===== src/rtl/perf_mon_pkg.sv =====
// perf_mon_pkg: register map, CTRL field positions and address decode shared
// by the performance monitor top and its per-counter slices.
package perf_mon_pkg;

  // Global register byte offsets
  localparam logic [7:0] OFF_CTRL   = 8'h00;
  localparam logic [7:0] OFF_STATUS = 8'h04;
  localparam logic [7:0] OFF_IRQ_EN = 8'h08;

  // Counter blocks start at CNTR_BASE and repeat every CNTR_STRIDE bytes.
  // Base == stride == 16, so addr[7:4] is the 1-based counter slot.
  localparam int CNTR_BASE   = 16;
  localparam int CNTR_STRIDE = 16;

  // Offsets inside one counter block
  localparam logic [3:0] SUB_SEL = 4'h0;
  localparam logic [3:0] SUB_LO  = 4'h4;
  localparam logic [3:0] SUB_HI  = 4'h8;

  // CTRL bit positions
  localparam int CTRL_EN   = 0;
  localparam int CTRL_CLR  = 1;
  localparam int CTRL_SNAP = 2;
  localparam int FINI_LSB  = 16;

  localparam logic [1:0] FINI_CODE_DEF = 2'b10;

  typedef enum logic [2:0] {
    REG_NONE,
    REG_CTRL,
    REG_STATUS,
    REG_IRQ_EN,
    REG_SEL,
    REG_CNT_LO,
    REG_CNT_HI
  } reg_kind_e;

  typedef struct packed {
    reg_kind_e  kind;
    logic [2:0] idx;
  } reg_dec_t;

  // Classify a byte offset; anything unaligned or beyond the last counter is REG_NONE.
  function automatic reg_dec_t reg_decode(input logic [7:0] addr, input int num_cntrs);
    reg_dec_t   d;
    logic [3:0] slot;
    slot   = addr[7:4];
    d.kind = REG_NONE;
    d.idx  = 3'(slot - 4'd1);
    if (addr == OFF_CTRL)        d.kind = REG_CTRL;
    else if (addr == OFF_STATUS) d.kind = REG_STATUS;
    else if (addr == OFF_IRQ_EN) d.kind = REG_IRQ_EN;
    else if (slot != 4'd0 && int'(slot) <= num_cntrs) begin
      case (addr[3:0])
        SUB_SEL: d.kind = REG_SEL;
        SUB_LO:  d.kind = REG_CNT_LO;
        SUB_HI:  d.kind = REG_CNT_HI;
        default: d.kind = REG_NONE;
      endcase
    end
    return d;
  endfunction

endpackage


===== src/rtl/perf_mon_unit_cntr.sv =====
// perf_mon_cntr: one programmable event counter with its event select.
// Update priority: clear > half-word write > increment.
module perf_mon_cntr
  import perf_mon_pkg::*;
#(
  parameter int NUM_EVENTS = 8,
  parameter int CNTR_W     = 64,
  parameter int SEL_W      = (NUM_EVENTS > 1) ? $clog2(NUM_EVENTS) : 1,
  parameter int HI_W       = CNTR_W - 32
) (
  input  logic                  clk_i,
  input  logic                  rst_ni,
  input  logic                  en_i,
  input  logic                  clr_i,
  input  logic [NUM_EVENTS-1:0] ev_i,
  input  logic                  sel_we_i,
  input  logic                  lo_we_i,
  input  logic                  hi_we_i,
  input  logic [31:0]           lo_data_i,
  input  logic [HI_W-1:0]       hi_data_i,
  output logic [CNTR_W-1:0]     cnt_o,
  output logic [SEL_W-1:0]      sel_o,
  output logic                  wrap_o
);

  localparam int EV_PAD = 1 << SEL_W;

  logic [CNTR_W-1:0] cnt_q;
  logic [SEL_W-1:0]  sel_q;
  logic [EV_PAD-1:0] ev_pad;
  logic              inc;

  // Pad the event vector so select codes past NUM_EVENTS see a quiet line
  always_comb begin
    ev_pad                 = '0;
    ev_pad[NUM_EVENTS-1:0] = ev_i;
  end

  assign inc    = en_i && ev_pad[sel_q];
  // Wrap only counts when the increment actually lands
  assign wrap_o = inc && !clr_i && !lo_we_i && !hi_we_i && (&cnt_q);

  // Counter and select state
  always_ff @(posedge clk_i) begin
    if (!rst_ni) begin
      cnt_q <= '0;
      sel_q <= '0;
    end else begin
      if (sel_we_i) sel_q <= lo_data_i[SEL_W-1:0];
      if (clr_i)        cnt_q              <= '0;
      else if (lo_we_i) cnt_q[31:0]        <= lo_data_i;
      else if (hi_we_i) cnt_q[CNTR_W-1:32] <= hi_data_i;
      else if (inc)     cnt_q              <= cnt_q + CNTR_W'(1);
    end
  end

  assign cnt_o = cnt_q;
  assign sel_o = sel_q;

endmodule


===== src/rtl/perf_mon_unit.sv =====
// perf_mon_unit: memory-mapped performance monitor. NUM_CNTRS programmable
// counters, sticky overflow status with interrupt mask, tear-free 64-bit
// reads through a hi-latch, and a sticky finish flag.
// Optional macro PERF_MON_SNAPSHOT_EN: CTRL.SNAP copies all counters into
// shadow registers that the CNT offsets then read (hi-latch bypassed).
module perf_mon_unit
  import perf_mon_pkg::*;
#(
  parameter int         NUM_EVENTS = 8,
  parameter int         NUM_CNTRS  = 4,
  parameter int         CNTR_W     = 64,
  parameter logic [1:0] FINI_CODE  = FINI_CODE_DEF
) (
  input  logic                  clk_i,
  input  logic                  rst_ni,
  input  logic [NUM_EVENTS-1:0] ev_i,
  input  logic                  bus_we_i,
  input  logic                  bus_re_i,
  input  logic [7:0]            bus_addr_i,
  input  logic [31:0]           bus_wdata_i,
  output logic [31:0]           bus_rdata_o,
  output logic                  bus_rvalid_o,
  output logic                  irq_o,
  output logic                  fini_o
);

  localparam int SEL_W = (NUM_EVENTS > 1) ? $clog2(NUM_EVENTS) : 1;
  localparam int HI_W  = CNTR_W - 32;

  reg_dec_t dec;
  logic     ctrl_we, status_we, irq_en_we, clr, cnt_en;
  logic     en_q, fini_q;
  logic [1:0] fini_fld_q;
  logic [NUM_CNTRS-1:0] sel_we, lo_we, hi_we, wrap;
  logic [NUM_CNTRS-1:0] status_q, irq_en_q;
  logic [NUM_CNTRS-1:0][CNTR_W-1:0] cnt, rd_cnt;
  logic [NUM_CNTRS-1:0][SEL_W-1:0]  sel;
  logic [31:0] cur_lo, cur_hi, rd_val, rdata_q;
  logic [SEL_W-1:0] cur_sel;
  logic rvalid_q;

  assign dec = reg_decode(bus_addr_i, NUM_CNTRS);

  // Write strobes per register
  always_comb begin
    ctrl_we   = bus_we_i && dec.kind == REG_CTRL;
    status_we = bus_we_i && dec.kind == REG_STATUS;
    irq_en_we = bus_we_i && dec.kind == REG_IRQ_EN;
    for (int i = 0; i < NUM_CNTRS; i++) begin
      sel_we[i] = bus_we_i && dec.kind == REG_SEL    && dec.idx == 3'(i);
      lo_we[i]  = bus_we_i && dec.kind == REG_CNT_LO && dec.idx == 3'(i);
      hi_we[i]  = bus_we_i && dec.kind == REG_CNT_HI && dec.idx == 3'(i);
    end
  end

  assign clr    = ctrl_we && bus_wdata_i[CTRL_CLR];
  assign cnt_en = en_q && !fini_q;

  for (genvar g = 0; g < NUM_CNTRS; g++) begin : g_cntr
    perf_mon_cntr #(
      .NUM_EVENTS (NUM_EVENTS),
      .CNTR_W     (CNTR_W),
      .SEL_W      (SEL_W),
      .HI_W       (HI_W)
    ) u_cntr (
      .clk_i     (clk_i),
      .rst_ni    (rst_ni),
      .en_i      (cnt_en),
      .clr_i     (clr),
      .ev_i      (ev_i),
      .sel_we_i  (sel_we[g]),
      .lo_we_i   (lo_we[g]),
      .hi_we_i   (hi_we[g]),
      .lo_data_i (bus_wdata_i),
      .hi_data_i (bus_wdata_i[HI_W-1:0]),
      .cnt_o     (cnt[g]),
      .sel_o     (sel[g]),
      .wrap_o    (wrap[g])
    );
  end

  // CTRL fields and the sticky finish flag
  always_ff @(posedge clk_i) begin
    if (!rst_ni) begin
      en_q       <= 1'b0;
      fini_fld_q <= 2'b00;
      fini_q     <= 1'b0;
    end else if (ctrl_we) begin
      en_q       <= bus_wdata_i[CTRL_EN];
      fini_fld_q <= bus_wdata_i[FINI_LSB +: 2];
      if (bus_wdata_i[FINI_LSB +: 2] == FINI_CODE) fini_q <= 1'b1;
    end
  end

  // Overflow status (wrap wins over W1C) and interrupt mask
  always_ff @(posedge clk_i) begin
    if (!rst_ni) begin
      status_q <= '0;
      irq_en_q <= '0;
    end else begin
      status_q <= (status_q & ~(status_we ? bus_wdata_i[NUM_CNTRS-1:0] : '0)) | wrap;
      if (irq_en_we) irq_en_q <= bus_wdata_i[NUM_CNTRS-1:0];
    end
  end

`ifdef PERF_MON_SNAPSHOT_EN
  logic [NUM_CNTRS-1:0][CNTR_W-1:0] shadow_q;

  // Shadow copy; captures pre-clear values when SNAP and CLR coincide
  always_ff @(posedge clk_i) begin
    if (!rst_ni)                               shadow_q <= '0;
    else if (ctrl_we && bus_wdata_i[CTRL_SNAP]) shadow_q <= cnt;
  end

  assign rd_cnt = shadow_q;
`else
  logic [31:0] hi_lat_q;
  logic        lat_vld_q;
  logic [2:0]  lat_idx_q;

  assign rd_cnt = cnt;

  // Hi-latch: armed by a lo read, consumed or dropped by any later read
  always_ff @(posedge clk_i) begin
    if (!rst_ni) begin
      hi_lat_q  <= '0;
      lat_vld_q <= 1'b0;
      lat_idx_q <= '0;
    end else if (bus_re_i) begin
      lat_vld_q <= dec.kind == REG_CNT_LO;
      lat_idx_q <= dec.idx;
      if (dec.kind == REG_CNT_LO) hi_lat_q <= cur_hi;
    end
  end
`endif

  // Fields of the counter addressed by the current offset
  always_comb begin
    cur_lo  = '0;
    cur_hi  = '0;
    cur_sel = '0;
    for (int i = 0; i < NUM_CNTRS; i++) begin
      if (dec.idx == 3'(i)) begin
        cur_lo             = rd_cnt[i][31:0];
        cur_hi[HI_W-1:0]   = rd_cnt[i][CNTR_W-1:32];
        cur_sel            = sel[i];
      end
    end
  end

  // Read data mux; reflects pre-write state when a write shares the cycle
  always_comb begin
    rd_val = '0;
    case (dec.kind)
      REG_CTRL: begin
        rd_val[CTRL_EN]       = cnt_en;
        rd_val[FINI_LSB +: 2] = fini_fld_q;
      end
      REG_STATUS: rd_val[NUM_CNTRS-1:0] = status_q;
      REG_IRQ_EN: rd_val[NUM_CNTRS-1:0] = irq_en_q;
      REG_SEL:    rd_val[SEL_W-1:0]     = cur_sel;
      REG_CNT_LO: rd_val = cur_lo;
      REG_CNT_HI: begin
        rd_val = cur_hi;
`ifndef PERF_MON_SNAPSHOT_EN
        if (lat_vld_q && lat_idx_q == dec.idx) rd_val = hi_lat_q;
`endif
      end
      default: rd_val = '0;
    endcase
  end

  // One-cycle read response
  always_ff @(posedge clk_i) begin
    if (!rst_ni) begin
      rdata_q  <= '0;
      rvalid_q <= 1'b0;
    end else begin
      rdata_q  <= bus_re_i ? rd_val : '0;
      rvalid_q <= bus_re_i;
    end
  end

  assign bus_rdata_o  = rdata_q;
  assign bus_rvalid_o = rvalid_q;
  assign irq_o        = |(status_q & irq_en_q);
  assign fini_o       = fini_q;

endmodule


===== config.mk =====
export PLATFORM = sky130hd
export DESIGN_NAME = perf_mon_unit
export DESIGN_NICKNAME = d
export VERILOG_FILES = /design/src/rtl/perf_mon_pkg.sv /design/src/rtl/perf_mon_unit_cntr.sv /design/src/rtl/perf_mon_unit.sv
export SDC_FILE = /design/constraint.sdc
export NUM_CORES = 1
export LEC_CHECK = 0
export BUFFER_PORTS_ARGS = -buffer_cell sky130_fd_sc_hd__buf_2
export CAP_MARGIN = 0
export CORE_MARGIN = 1.5
export CORE_UTILIZATION = 30
export CTS_BUF_LIST = sky130_fd_sc_hd__clkbuf_4 sky130_fd_sc_hd__clkbuf_8
export DETAILED_ROUTE_END_ITERATION = 10
export PLACE_DENSITY = 0.5
export SETUP_SLACK_MARGIN = 0.05
export SKIP_LAST_GASP = 1
export SLEW_MARGIN = 20
export SYNTH_ARGS = -nofsm -noshare
export SYNTH_HDL_FRONTEND = slang
export SYNTH_SLANG_ARGS = --single-unit

===== constraint.sdc =====
create_clock -name clk_i -period 3.2 [get_ports clk_i]
set_input_delay 0.32 -clock clk_i [delete_from_list [all_inputs] [get_ports clk_i]]
set_output_delay 0.32 -clock clk_i [all_outputs]
set_load 0.05 [all_outputs]

==> run metrics <==
Util after Layout=0.358; Least-Margin Pin Slew=1.06 ns; post-layout min period=2.75 ns; Post-route DRC=0; Yosys top cell area share=0.319; arrival time at the worst endpoint=3.27 ns; # nets final=between 3,000 and 4,000; P per Cell Area=around 400 mW/mm^2; post-CTS setup repair buffer count=0; largest net degree at the start of global routing=approximately 170; via count=around 25,000; Max VDD drop=0.254 mV; fin crit share=0.860; initial antenna violation count=13; Slew HR=0.292; fmax=between 300 and 400 MHz; Slew Limit Fails=0; DP Cell Count=slightly below 4,000; maxcap violations=0; Synth async-reset ratio=0; Reg2Reg Launch Point=g_cntr[3].u_cntr.sel_o[1]; hold_ws=around 0.1 ns; io pins=between 80 and 90; vias per cell=around 6.3; first-pass GRT wire length=between 150,000 and 200,000 um; fin cells=between 3,000 and 4,000; CTS buffer count=71; drt pass-1 iters=8; total power=10.1 mW; Port-buffer cells=between 80 and 90; Syn Inst Count=around 2,900; Final WS setup=between 0.4 and 0.5 ns; Net Count, Synth=2,955; clock sink count=around 350; worst path required time=~3.7 ns; layout cell share with drive strength beyond 1=0.150; most frequent cells in the layout=dfxtp_1 (349), o21ai_0 (278), nand2_1 (256); synth unique cells=83; post-detail-place hpwl=76,000 um; CTS resizes=0; Hold WC Path Type=in -> reg; Post-CTS Hold Buffers=0; commonest non-fill, non-tap cell in the layout=dfxtp_1; critical path cell sequence=mux2_2 > o22ai_1 > nor3_1 > o21a_1 > nand2_1 > o21ai_0; clock buffer depth=3; Clock Pin Slew Worst Setup and Hold Paths=approximately 0.06 ns; routability cong.=approximately 1; Tot GR Track Use=0.286; slowest cell on the critical path=o22ai_1; Seq/Total Area, Yosys=0.319; RSZ-0062 raised after global routing=false; Root Driver=clkbuf_8; pre-CTS WS=-0.0525 ns; Synth area leader=dfxtp_1; final clock skew=0.0491 ns; CTS tree=done; family with the most delay on the worst path=compound AO/OA/AOI/OAI gates; number of global-route vias before repair=22,600; Setup TNS=0 ns; top cells by area, synth=dfxtp_1 (32%), o21ai_0 (6.3%), a21oi_1 (5.3%); H-tree Lvls=3; die height=273 um; Hold Vio Cnt, Final=0; Initial Utilization=0.305; Placement Cell Area=~0.024 sq mm; WL/cell=approximately 28 um; Design Area, Final=approximately 0.026 sq mm; clock latency on the worst-skew pair=~0.69 ns; Worst path max stage delay=0.67 ns; Setup Viol. Count Final=0; die width=roughly 270 um; YS warnings=0; Yosys reg bits=about 350; Post-synth top flop=dfxtp_1; status=finished clean; startpoint types=register; DRT iter0 DRCs=3,441; CORE AREA=0.0719 sq mm; row cnt=between 90 and 100; Leak=8.54 nW; number of synthesized flops with an enable pin=0; Setup CP Type=reg -> reg; worst path buffer plus inverter count=0; Die ar.=between 0.07 and 0.08 sq mm; Hold Path Origin=bus_re_i; critical path capture point type=register; grt total ovfl=0; Crit Path Max Fanout=11; Detail Route Antenna Nets=0; crit path launch=g_cntr[3].u_cntr.sel_o[1]; Area Growth Syn to Fin=17.3%; Avg Inst Size Synth=between 7 and 8 sq um; Routed WL=110,000 um; Mapped Area=about 0.022 sq mm
-- synthesized netlist by cell type, types with 6 or more instances --
cell type  instances
o21a_1            20
nor2b_1           23
a22oi_1            7
xor2_1            53
a21boi_0          14
nor2_1           178
or4_1             23
a21o_1            12
nor3_1            91
and3_1            79
nand2b_1           6
o21ai_0          278
a21oi_1          232
o22a_1            27
and4_1            27
ha_1              10
clkbuf_1         220
nor4_1            92
xnor2_1           75
nand2_1          257
o31ai_1           22
a41oi_1            7
a31oi_1           45
or3_1             11
o211ai_1          16
inv_1             25
buf_2             31
nand3b_1           6
or2_2              8
o311ai_0          56
nand3_1          138
a41o_1             9
mux2i_1           33
a211oi_1          54
o22ai_1           15
nor4b_1           13
a221oi_1          70
nand4_1          104
and2_1            18
o211a_1           38
buf_1             13
dfxtp_1          349
-- layout make-up --
cell class              count  area [sq um]
flip-flops and latches    349          6990
clock buffers             109          1340
well taps                 950          1190
clock inverters             6          38.8
inverters                  25          93.8
diodes                      6          15.0
multi-input cells        2249         13900
fillers                  7544         46100
repair buffers            281          2180
-- power breakdown --
part | total (mW) | switching [mW] | internal [mW]
logic | 0.873 | 0.646 | 0.227
registers | 4.38 | 0.0162 | 4.36
clock network | 4.85 | 2.20 | 2.64
total | 10.1 | 2.87 | 7.23
-- per-layer routing --
metal	track usage	vias up	routed length, um
met5	0	-	34
met4	0.126	6	4920
met3	0.0638	205	13100
met2	0.395	1587	43600
met1	0.419	12100	48200
li1	-	11200	-
-- kinds of logic after synthesis --
kind of cell               synth area share
and+or+nand+nor                       0.263
AOI/OAI and AO/OA                     0.288
DFF                                   0.319
buffers and inverters                0.0533
xor gates and xnor gates             0.0511
muxes                                0.0199
adders and majority gates           0.00571
-- final timing paths --
path | to | slack, ns | cells after the start
setup / recovery | g_cntr[3].u_cntr.cnt_o[56] | 0.45 | 6
hold / removal | lat_idx_q[0] | 0.10 | 3
setup reg to reg | g_cntr[3].u_cntr.cnt_o[56] | 0.45 | 6
hold reg to reg | fini_fld_q[1] | 0.47 | 2
-- tightest hold or removal path, stage by stage --
cell	delay, ns
buf_2	0.19
nand2_1	0.09
o211a_1	0.12
-- state kept, by name, indices dropped and copies added, names as in the netlist --
name and count:
fini_o 1, g_cntr.u_cntr.cnt_o 256, fini_fld_q 2, irq_en_q 4, hi_lat_q 32, g_cntr.u_cntr.sel_o 12
bus_rdata_o 32, lat_vld_q 1, status_q 4, lat_idx_q 3, bus_rvalid_o 1, en_q 1
Power figures use the tool's default switching activity.
